### src/rtl/tx_stream_ctrl_if.sv
// RX byte stream and FIFO write-side signals between the stream controller and its surroundings.
// The controller uses the slave view. The host side (RX source plus FIFO) uses the master view.
interface tx_stream_ctrl_if;
    logic [7:0] rx_data_si;
    logic       rx_valid_si;
    logic       rx_ready_si;
    logic [7:0] fifo_wr_data;
    logic       fifo_wr_en;
    logic       fifo_full;
    logic       fifo_empty;
    logic       fifo_rd_en;
    logic       fifo_flush;

    modport slave (
        input  rx_data_si,
        input  rx_valid_si,
        output rx_ready_si,
        output fifo_wr_data,
        output fifo_wr_en,
        output fifo_flush,
        input  fifo_full,
        input  fifo_empty,
        input  fifo_rd_en
    );

    modport master (
        output rx_data_si,
        output rx_valid_si,
        input  rx_ready_si,
        input  fifo_wr_data,
        input  fifo_wr_en,
        input  fifo_flush,
        output fifo_full,
        output fifo_empty,
        output fifo_rd_en
    );
endinterface

### src/rtl/tx_stream_ctrl.sv
// Run controller: splits escape commands from sample bytes, writes samples into the FIFO,
// tracks FIFO occupancy and sequences the modulator through STOP/PREFILL/RUN/DRAIN.
module tx_stream_ctrl #(
    parameter int         DEPTH_WIDTH = 8,
    parameter int         START_LEVEL = 128,
    parameter logic [7:0] ESC_BYTE    = 8'h1B
) (
    input  logic                 clk,
    input  logic                 rst,
    tx_stream_ctrl_if.slave      bus,
    output logic                 mod_enable,
    output logic [DEPTH_WIDTH:0] level,
    output logic [1:0]           run_state,
    output logic [7:0]           underrun_cnt,
    output logic                 cmd_err
);

    localparam logic [DEPTH_WIDTH:0] FULL_LVL  = {1'b1, {DEPTH_WIDTH{1'b0}}};
    localparam logic [DEPTH_WIDTH:0] START_LVL = (DEPTH_WIDTH+1)'(START_LEVEL);
    localparam logic [7:0] CMD_START = 8'h01;
    localparam logic [7:0] CMD_STOP  = 8'h02;
    localparam logic [7:0] CMD_FLUSH = 8'h03;

    typedef enum logic [1:0] {
        ST_STOP    = 2'd0,
        ST_PREFILL = 2'd1,
        ST_RUN     = 2'd2,
        ST_DRAIN   = 2'd3
    } state_t;

    typedef enum logic {
        P_NORMAL = 1'b0,
        P_ESC    = 1'b1
    } parse_t;

    state_t               state_reg, state_next;
    parse_t               parse_reg, parse_next;
    logic                 alive_reg;
    logic                 wr_en_reg, wr_en_next;
    logic [7:0]           wr_data_reg, wr_data_next;
    logic                 flush_reg;
    logic                 mod_en_reg;
    logic [DEPTH_WIDTH:0] level_reg, level_next;
    logic [7:0]           underrun_reg, underrun_next;
    logic                 cmd_err_reg;

    logic accept;
    logic rd_ok;
    logic cmd_start, cmd_stop, cmd_flush, cmd_bad;

    // alive_reg keeps the RX port closed until the first clock after reset release
    assign bus.rx_ready_si  = alive_reg & ~bus.fifo_full & ~flush_reg;
    assign accept           = bus.rx_valid_si & bus.rx_ready_si;
    assign rd_ok            = bus.fifo_rd_en & ~bus.fifo_empty;

    assign bus.fifo_wr_en   = wr_en_reg;
    assign bus.fifo_wr_data = wr_data_reg;
    assign bus.fifo_flush   = flush_reg;
    assign mod_enable       = mod_en_reg;
    assign level            = level_reg;
    assign run_state        = state_reg;
    assign underrun_cnt     = underrun_reg;
    assign cmd_err          = cmd_err_reg;

    always_comb begin
        parse_next   = parse_reg;
        wr_en_next   = 1'b0;
        wr_data_next = wr_data_reg;
        cmd_start    = 1'b0;
        cmd_stop     = 1'b0;
        cmd_flush    = 1'b0;
        cmd_bad      = 1'b0;
        if (accept) begin
            if (parse_reg == P_NORMAL) begin
                if (bus.rx_data_si == ESC_BYTE) begin
                    parse_next = P_ESC;
                end else begin
                    wr_en_next   = 1'b1;
                    wr_data_next = bus.rx_data_si;
                end
            end else begin
                parse_next = P_NORMAL;
                if (bus.rx_data_si == ESC_BYTE) begin
                    wr_en_next   = 1'b1;
                    wr_data_next = ESC_BYTE;
                end else if (bus.rx_data_si == CMD_START) begin
                    cmd_start = 1'b1;
                end else if (bus.rx_data_si == CMD_STOP) begin
                    cmd_stop = 1'b1;
                end else if (bus.rx_data_si == CMD_FLUSH) begin
                    cmd_flush = 1'b1;
                end else begin
                    cmd_bad = 1'b1;
                end
            end
        end
    end

    // Level tracking saturates at both ends; flush (command or pulse cycle) forces zero
    always_comb begin
        level_next = level_reg;
        if (wr_en_reg && !rd_ok) begin
            if (level_reg != FULL_LVL) level_next = level_reg + 1'b1;
        end else if (rd_ok && !wr_en_reg) begin
            if (level_reg != '0) level_next = level_reg - 1'b1;
        end
        if (cmd_flush || flush_reg) level_next = '0;
    end

    // An effective command takes priority over the level/empty transition in the same cycle
    always_comb begin
        state_next    = state_reg;
        underrun_next = underrun_reg;
        case (state_reg)
            ST_STOP: begin
                if (cmd_start) state_next = ST_PREFILL;
            end
            ST_PREFILL: begin
                if (cmd_stop)                    state_next = ST_STOP;
                else if (level_reg >= START_LVL) state_next = ST_RUN;
            end
            ST_RUN: begin
                if (cmd_stop) begin
                    state_next = ST_DRAIN;
                end else if (bus.fifo_empty) begin
                    state_next = ST_PREFILL;
                    if (underrun_reg != 8'hFF) underrun_next = underrun_reg + 8'd1;
                end
            end
            ST_DRAIN: begin
                if (cmd_start)           state_next = ST_RUN;
                else if (bus.fifo_empty) state_next = ST_STOP;
            end
            default: state_next = ST_STOP;
        endcase
        if (cmd_flush) state_next = ST_STOP;
    end

    always_ff @(posedge clk or posedge rst) begin
        if (rst) begin
            alive_reg    <= 1'b0;
            state_reg    <= ST_STOP;
            parse_reg    <= P_NORMAL;
            wr_en_reg    <= 1'b0;
            wr_data_reg  <= 8'h00;
            flush_reg    <= 1'b0;
            mod_en_reg   <= 1'b0;
            level_reg    <= '0;
            underrun_reg <= 8'h00;
            cmd_err_reg  <= 1'b0;
        end else begin
            alive_reg    <= 1'b1;
            state_reg    <= state_next;
            parse_reg    <= parse_next;
            wr_en_reg    <= wr_en_next;
            wr_data_reg  <= wr_data_next;
            flush_reg    <= cmd_flush;
            mod_en_reg   <= (state_next == ST_RUN) || (state_next == ST_DRAIN);
            level_reg    <= level_next;
            underrun_reg <= underrun_next;
            cmd_err_reg  <= cmd_bad;
        end
    end

endmodule
### src/flat_wrapper.sv
// flat-port wrapper written by rule: the top's interface ports become plain ports
module tx_stream_ctrl_flat 
#(
    parameter int         DEPTH_WIDTH = 8,
    parameter int         START_LEVEL = 128,
    parameter logic [7:0] ESC_BYTE    = 8'h1B
)
  (clk, rst, mod_enable, level, run_state, underrun_cnt, cmd_err, bus_rx_data_si, bus_rx_valid_si, bus_rx_ready_si, bus_fifo_wr_data, bus_fifo_wr_en, bus_fifo_flush, bus_fifo_full, bus_fifo_empty, bus_fifo_rd_en);
  tx_stream_ctrl_if bus_i ();
  input  logic clk;
  input  logic rst;
  output logic mod_enable;
  output logic [DEPTH_WIDTH:0] level;
  output logic [1:0] run_state;
  output logic [7:0] underrun_cnt;
  output logic cmd_err;
  input wire logic [$bits(bus_i.rx_data_si)-1:0] bus_rx_data_si;
  input wire logic [$bits(bus_i.rx_valid_si)-1:0] bus_rx_valid_si;
  output wire logic [$bits(bus_i.rx_ready_si)-1:0] bus_rx_ready_si;
  output wire logic [$bits(bus_i.fifo_wr_data)-1:0] bus_fifo_wr_data;
  output wire logic [$bits(bus_i.fifo_wr_en)-1:0] bus_fifo_wr_en;
  output wire logic [$bits(bus_i.fifo_flush)-1:0] bus_fifo_flush;
  input wire logic [$bits(bus_i.fifo_full)-1:0] bus_fifo_full;
  input wire logic [$bits(bus_i.fifo_empty)-1:0] bus_fifo_empty;
  input wire logic [$bits(bus_i.fifo_rd_en)-1:0] bus_fifo_rd_en;
  assign bus_i.rx_data_si = bus_rx_data_si;
  assign bus_i.rx_valid_si = bus_rx_valid_si;
  assign bus_rx_ready_si = bus_i.rx_ready_si;
  assign bus_fifo_wr_data = bus_i.fifo_wr_data;
  assign bus_fifo_wr_en = bus_i.fifo_wr_en;
  assign bus_fifo_flush = bus_i.fifo_flush;
  assign bus_i.fifo_full = bus_fifo_full;
  assign bus_i.fifo_empty = bus_fifo_empty;
  assign bus_i.fifo_rd_en = bus_fifo_rd_en;
  tx_stream_ctrl #(.DEPTH_WIDTH(DEPTH_WIDTH), .START_LEVEL(START_LEVEL), .ESC_BYTE(ESC_BYTE)) u_core (.clk(clk), .rst(rst), .bus(bus_i), .mod_enable(mod_enable), .level(level), .run_state(run_state), .underrun_cnt(underrun_cnt), .cmd_err(cmd_err));
endmodule
### config.mk
export PLATFORM = sky130hd
export DESIGN_NAME = tx_stream_ctrl_flat
export DESIGN_NICKNAME = d
export VERILOG_FILES = /design/src/rtl/tx_stream_ctrl_if.sv /design/src/rtl/tx_stream_ctrl.sv /design/src/flat_wrapper.sv
export SDC_FILE = /design/constraint.sdc
export NUM_CORES = 1
export LEC_CHECK = 0
export BUFFER_PORTS_ARGS = -buffer_cell sky130_fd_sc_hd__buf_2
export CAP_MARGIN = 20
export CORE_ASPECT_RATIO = 1.4
export CORE_UTILIZATION = 39
export DETAILED_ROUTE_END_ITERATION = 6
export PLACE_DENSITY = 0.64
export SLEW_MARGIN = 20
export SYNTH_ARGS = -nofsm -noshare
export SYNTH_HDL_FRONTEND = slang
export SYNTH_SLANG_ARGS = --single-unit
### constraint.sdc
create_clock -name clk -period 3.6 [get_ports clk]
set_input_delay 0.18 -clock clk [delete_from_list [all_inputs] [get_ports clk]]
set_output_delay 0.18 -clock clk [all_outputs]
set_load 0.01 [all_outputs]
==> flow_metrics.env, run 1 <==
export IMPL_drt_first_pass_iters=4
export IMPL_synthTopCellsByArea="dfrtp_1, ha_1, xnor2_1"
export IMPL_fin_tns_setup_ns=0
export IMPL_pin_count=46
export IMPL_worst_pin_slew_ns=0.829
export IMPL_yosysTopAreaCell="dfrtp_1"
export IMPL_r2r_start="u_core.bus.fifo_wr_en"
export IMPL_ctsResizeCount=0
export IMPL_p_per_area_nw_per_um2=757
export IMPL_status="finished, final reports clean"
export IMPL_dp_slack_ns=1.16
export IMPL_cp_end_kind="register"
export IMPL_synth_ff_type="dfrtp_1"
export IMPL_nets=274
export IMPL_rr_worst_depth=9
export IMPL_routedWlPerCell_microns=13.4
export IMPL_cts_buffers_inserted=5
export IMPL_syn_nets=227
export IMPL_timing_fmax_mhz=421
export IMPL_ir_drop_mv=0.331
export IMPL_reg2reg_to="u_core.level[8]"
export IMPL_synth_fa_ha_area_share_pct=7.10
export IMPL_holdCritPathClass="in -> async"
export IMPL_hold_ws_ns=0.0389
export IMPL_cts_hold_buf=0
export IMPL_required_ns=3.82
export IMPL_clkSinkCount=33
export IMPL_num_rows=29
export IMPL_synth_mux_area_fraction_pct=2.48
export IMPL_place_inst=305
export IMPL_grt_pass1_vias=1545
export IMPL_clk_latency_ns=0.29
export IMPL_finalWorstSetupSlack_ns=1.23
export IMPL_syn_instance_count=203
export IMPL_synth_top_family_by_area="simple AND/OR/NAND/NOR gates"
export IMPL_gp_congestion=0.887
export IMPL_core_area_sq_um=4570
export IMPL_area_growth_pct=21.2
export IMPL_ys_seq_area_share_pct=44.2
export IMPL_ys_seq_elements=33
export IMPL_cts_root_buf="clkbuf_8"
export IMPL_syn_area_sq_um=1870
export IMPL_synth_top_area_share_pct=44.2
export IMPL_hold_viol=0
export IMPL_antenna_found_initial=0
export IMPL_postCtsSetupBuffers=0
export IMPL_drt_total_wl_microns=4200
export IMPL_grt_max_degree=23
export IMPL_synth_cell_type_count=44
export IMPL_ant_nets=0
export IMPL_grt_setup_unrepaired="no"
export IMPL_drtIter0Drc=70
export IMPL_startpoint_type="register"
export IMPL_cts_buffer_depth=2
export IMPL_final_min_clock_period_ns=2.37
export IMPL_power_total_mw=1.71
export IMPL_final_max_slew_viol_count=0
export IMPL_numPortBuffers=45
export IMPL_period_share_pct=65.9
export IMPL_yosysWarnings=0
export IMPL_power_leakage_nw=1.12
export IMPL_synth_edf_count=0
export IMPL_rrSetupSlack_ns=1.23
export IMPL_finalNonFillerCells=313
export IMPL_syn_area_per_cell_sq_um=9.20
export IMPL_synth_compound_area_share_pct=15.4
export IMPL_cap_violations=0
export IMPL_chipHeight_microns=83.9
export IMPL_routed_via_count=1624
export IMPL_synthXorXnorAreaFrac_pct=5.16
export IMPL_synth_simple_gate_area_share_pct=20.8
export IMPL_cts_tree="yes"
export IMPL_finalInstanceArea_sq_um=2260
export IMPL_dieArea_sq_um=5070
export IMPL_initial_utilization_pct=40.8
export IMPL_setup_viol=0
export IMPL_worst_ep_arrival_time_ns=2.59
export IMPL_die_w_microns=60.5
export IMPL_clock_skew_ns=0.00963
export IMPL_globalRouteTotalUtil_pct=18.3
export IMPL_drive_gt1_share_pct=25.5
export IMPL_largest_reg_flops=9
export IMPL_drc=0
export IMPL_hpwl_microns=3190
export IMPL_place_area_sq_um=2150
export IMPL_grt_pass1_wl_microns=7100
export IMPL_grt_remaining_overflow=0
export IMPL_max_slew_margin_rel_pct=44.7
export IMPL_async_reset_ff_share_pct=100
export IMPL_num_fill_cells=472
export IMPL_crit_fanout=8
export IMPL_finish_utilization_pct=49.5
export IMPL_cts_max_level=2
export IMPL_n_antenna_cell=0
export IMPL_routed_via_density=5.19
export IMPL_path_clk_slew_ns=0.08
export IMPL_path_class="reg -> reg"
==> worst max-delay path by stage <==
stage / slack [ns] / to / from / cells past startpoint
finish: 1.23 / u_core.level[8] / u_core.bus.fifo_wr_en / 9
global route: 1.02 / u_core.level[8] / u_core.bus.fifo_wr_en / 9
CTS: 1.22 / u_core.level[8] / u_core.bus.fifo_wr_en / 9
detailed placement: 1.16 / u_core.level[8] / bus_fifo_empty / 11
global placement: 1.25 / u_core.level[8] / bus_fifo_empty / 11
floorplan: 1.46 / u_core.level[8] / u_core.bus.fifo_wr_en / 9
==> worst max-delay path, stage by stage (launching register included) <==
cell and delay, ns:
dfrtp_1 0.41, nand2_1 0.24, inv_1 0.15, fa_1 0.40
nor2b_1 0.20, o31a_1 0.21, o22ai_1 0.11, xnor2_1 0.14
or3_1 0.30, a21oi_1 0.14
==> layer usage <==
metal,vias to the layer above,routed length (microns),global-route usage (%)
li1,809,-,-
met1,771,1850,22.6
met2,38,2130,30.6
met3,6,151,3.88
met4,0,65,6.61
met5,-,0,0
==> cell families after synthesis <==
logic type / count (synthesis)
buf+inv: 20
fa+ha+maj: 10
other cells: 1
flops: 33
simple gates: 76
compound gates: 48
xor+xnor: 11
mux: 4
==> cell type report <==
class,count,area [sq um],share of cell area [%]
inverters,13,48.8,2.16
clock inverters,3,46.3,2.05
well taps,62,77.6,3.43
clock buffers,5,68.8,3.04
flip-flops and latches,33,826,36.5
repair buffers,47,240,10.6
multi-input cells,150,955,42.2
==> synthesized netlist by cell type (2+ instances only) <==
library cell	n
a211oi_1	3
a21oi_1	14
ha_1	9
nand2b_1	2
dfrtp_1	33
nor2b_1	2
clkbuf_1	3
xnor2_1	10
nand4_1	5
or2_2	2
o21a_1	4
mux2i_1	2
nand2_1	21
o21ai_0	17
or3_1	3
inv_1	13
nor3_1	8
o22ai_1	2
nor2_1	18
buf_2	3
nor4_1	3
nand3_1	4
==> cells in the final DEF (no fill, tap or decap), types with 3 or more instances in the layout <==
| cell type | count |
|---|---|
| nand3_1 | 4 |
| buf_2 | 45 |
| dfrtp_1 | 33 |
| nor3_1 | 8 |
| a211oi_1 | 3 |
| xnor2_1 | 10 |
| clkbuf_8 | 5 |
| nor4_1 | 3 |
| nand4_1 | 5 |
| o21ai_0 | 17 |
| or3_1 | 3 |
| nor2_1 | 18 |
| a21oi_1 | 14 |
| nand2_1 | 21 |
| o21a_1 | 4 |
| inv_1 | 13 |
| ha_1 | 9 |
==> where the power goes <==
group          internal, mW  switching [mW]  total, mW  leakage [nW]
clock network         0.207           0.153      0.360        0.0543
logic                 0.345           0.399      0.743         0.647
registers             0.478           0.131      0.609         0.416
total                  1.03           0.682       1.71          1.12
No activity file was read; power rests on OpenSTA's default activity.
==> run 2: changes to the inputs <==
--- a/config.mk
+++ b/config.mk
@@ -10,7 +10,7 @@
 export CORE_ASPECT_RATIO = 1.4
 export CORE_UTILIZATION = 39
 export DETAILED_ROUTE_END_ITERATION = 6
-export PLACE_DENSITY = 0.64
+export PLACE_DENSITY = 0.67
 export SLEW_MARGIN = 20
 export SYNTH_ARGS = -nofsm -noshare
 export SYNTH_HDL_FRONTEND = slang
==> constraint.sdc (replaced) <==
create_clock -name clk -period 2.06 [get_ports clk]
set_input_delay 0.103 -clock clk [delete_from_list [all_inputs] [get_ports clk]]
set_output_delay 0.103 -clock clk [all_outputs]
set_load 0.01 [all_outputs]
==> run 2 against run 1 <==
  * The flow now finishes with violations (setup timing)
  * Worst hold slack better by 0.035 ns
  * Sequential power up 66%
  * Total power rose by 94%
  * Wire length increased by 3.8%
  * Setup slack lost 1.3 ns
  * Design area increased by 11%
  * Via count increased by 5.8%
  * Non-clock buffer count rose by 25
  * Fmax increased by 13%
  * Highest routed layer unchanged
==> flow_metrics.env, run 2 (same netlist as run 1, synthesis figures left out) <==
export IMPL_status="finished, violations left"
export IMPL_violations="setup timing"
export IMPL_chipHeight_microns=83.9
export IMPL_cts_buffer_depth=2
export IMPL_nets=299
export IMPL_antenna_found_initial=0
export IMPL_wl_met2_microns=2230
export IMPL_numPortBuffers=45
export IMPL_power_total_mw=3.32
export IMPL_hpwl_microns=3210
export IMPL_p_per_area_nw_per_um2=1320
export IMPL_finalNonFillerCells=338
export IMPL_wirelength_met1_microns=1860
export IMPL_drt_first_pass_iters=5
export IMPL_hold_viol=0
export IMPL_crit_path_frequent_cell="o21a_1"
export IMPL_drt_total_wl_microns=4360
export IMPL_grt_pass1_vias=1598
export IMPL_initial_utilization_pct=40.8
export IMPL_place_area_sq_um=2300
export IMPL_finish_utilization_pct=54.9
export IMPL_cp_slowest_stage_delay_ns=0.39
export IMPL_top_layer_used="met4"
export IMPL_worst_ep_arrival_time_ns=2.33
export IMPL_power_leakage_nw=1.25
export IMPL_routedWlPerCell_microns=12.9
export IMPL_path_clk_slew_ns=0.07
export IMPL_cpMaxStageDelayCell="dfrtp_1"
export IMPL_final_cell_mix="buf_2, dfrtp_1, buf_4"
export IMPL_crit_chain="nand2_4 -> buf_4 -> ha_1 -> o21a_1 -> o31a_1 -> o21a_1 -> o21a_1 -> or3_1 -> a21oi_1"
export IMPL_globalRouteTotalUtil_pct=19.3
export IMPL_finalWorstSetupSlack_ns=-0.0453
export IMPL_holdCritPathClass="in -> reg"
export IMPL_routed_via_count=1719
export IMPL_grt_pass1_wl_microns=7260
export IMPL_drtIter0Drc=79
export IMPL_setup_viol=2
export IMPL_timing_fmax_mhz=475
export IMPL_grt_remaining_overflow=0
export IMPL_cts_buffers_inserted=5
export IMPL_area_growth_pct=34.4
export IMPL_rrSetupSlack_ns=-0.05
export IMPL_num_rows=29
export IMPL_cp_end_kind="register"
export IMPL_cts_max_level=2
export IMPL_fin_tns_setup_ns=-0.0522
export IMPL_grt_max_degree=34
export IMPL_finalInstanceArea_sq_um=2510
export IMPL_cap_violations=0
export IMPL_dieArea_sq_um=5070
export IMPL_ir_drop_mv=0.570
export IMPL_n_antenna_cell=0
export IMPL_startpoint_type="register"
export IMPL_cp_top_family="compound AO/OA/AOI/OAI gates"
export IMPL_path_class="reg -> reg"
export IMPL_layout_commonest_cell="buf_2"
export IMPL_final_max_slew_viol_count=0
export IMPL_core_area_sq_um=4570
export IMPL_clock_skew_ns=0.00850
export IMPL_period_share_pct=102
export IMPL_place_inst=323
export IMPL_clkSinkCount=33
export IMPL_cts_root_buf="clkbuf_8"
export IMPL_grt_setup_unrepaired="yes"
export IMPL_routed_via_density=5.09
export IMPL_largest_reg_flops=9
export IMPL_pin_count=46
export IMPL_drc=0
export IMPL_crit_fanout=7
export IMPL_drive_gt1_share_pct=35.1
export IMPL_required_ns=2.28
export IMPL_final_min_clock_period_ns=2.11
export IMPL_ant_nets=0
export IMPL_clk_latency_ns=0.29
export IMPL_die_w_microns=60.5
export IMPL_cts_tree="yes"
export IMPL_path_buf_inv=1
export IMPL_dr_wl_met3_microns=157
export IMPL_gp_congestion=0.925
-- run 2: what timing repair did --
action	CTS	global route
resized for setup	2	9
hold endpoints to repair	33	0
setup buffers	3	3
hold buffers	1	0
setup endpoints to repair	2	5
pin swaps	3	9
-- run 2: worst reg2reg max path, stage by stage, from the launching register on --
cell and delay (ns):
dfrtp_1 0.39, nand2_4 0.11, buf_4 0.15, ha_1 0.28, o21a_1 0.18, o31a_1 0.14, o21a_1 0.19, o21a_1 0.16
or3_1 0.32, a21oi_1 0.13
-- run 2: stage by stage --
stage / hold slack (ns) / setup WS, ns
after floorplan: 0.232 / -0.000918
final: 0.0737 / -0.0453
after global routing: 0.0737 / -0.129
after CTS: 0.0711 / 0.00374
after detailed placement: 0.222 / -0.0443
after global placement: 0.218 / -0.0352
-- run 2: final timing paths --
path | start | endpoint | cells after the start
setup / recovery | u_core.bus.fifo_wr_en | u_core.level[6] | 9
hold / removal | bus_rx_data_si[6] | u_core.bus.fifo_wr_data[6] | 3
setup reg to reg | u_core.bus.fifo_wr_en | u_core.level[6] | 9
hold reg to reg | u_core.bus.fifo_wr_data[6] | u_core.bus.fifo_wr_data[6] | 2
max in group asynchronous | rst | u_core.parse_reg | 4
min in group asynchronous | rst | u_core.level[0] | 4
-- run 2: where the power goes --
group	internal [mW]	switching [mW]	leakage (nW)	total, mW
clock network	0.362	0.266	0.0543	0.628
registers	0.835	0.178	0.416	1.01
logic	0.859	0.823	0.784	1.68
total	2.06	1.27	1.25	3.32
-- run 2: layout make-up --
cell class                      instances  area [sq um]
Sequential cell                        33           826
Tap cell                               62          77.6
Inverter                               13          48.8
Clock buffer                            5          68.8
Fill cell                             439          2060
Clock inverter                          3          46.3
Timing Repair Buffer                   72           430
Multi-Input combinational cell        150          1010
-- run 2: layer usage --
layer	track usage, %	vias up
li1	-	852
met1	24.1	822
met2	30.3	36
met3	4.03	9
met4	10.3	0
met5	0	-
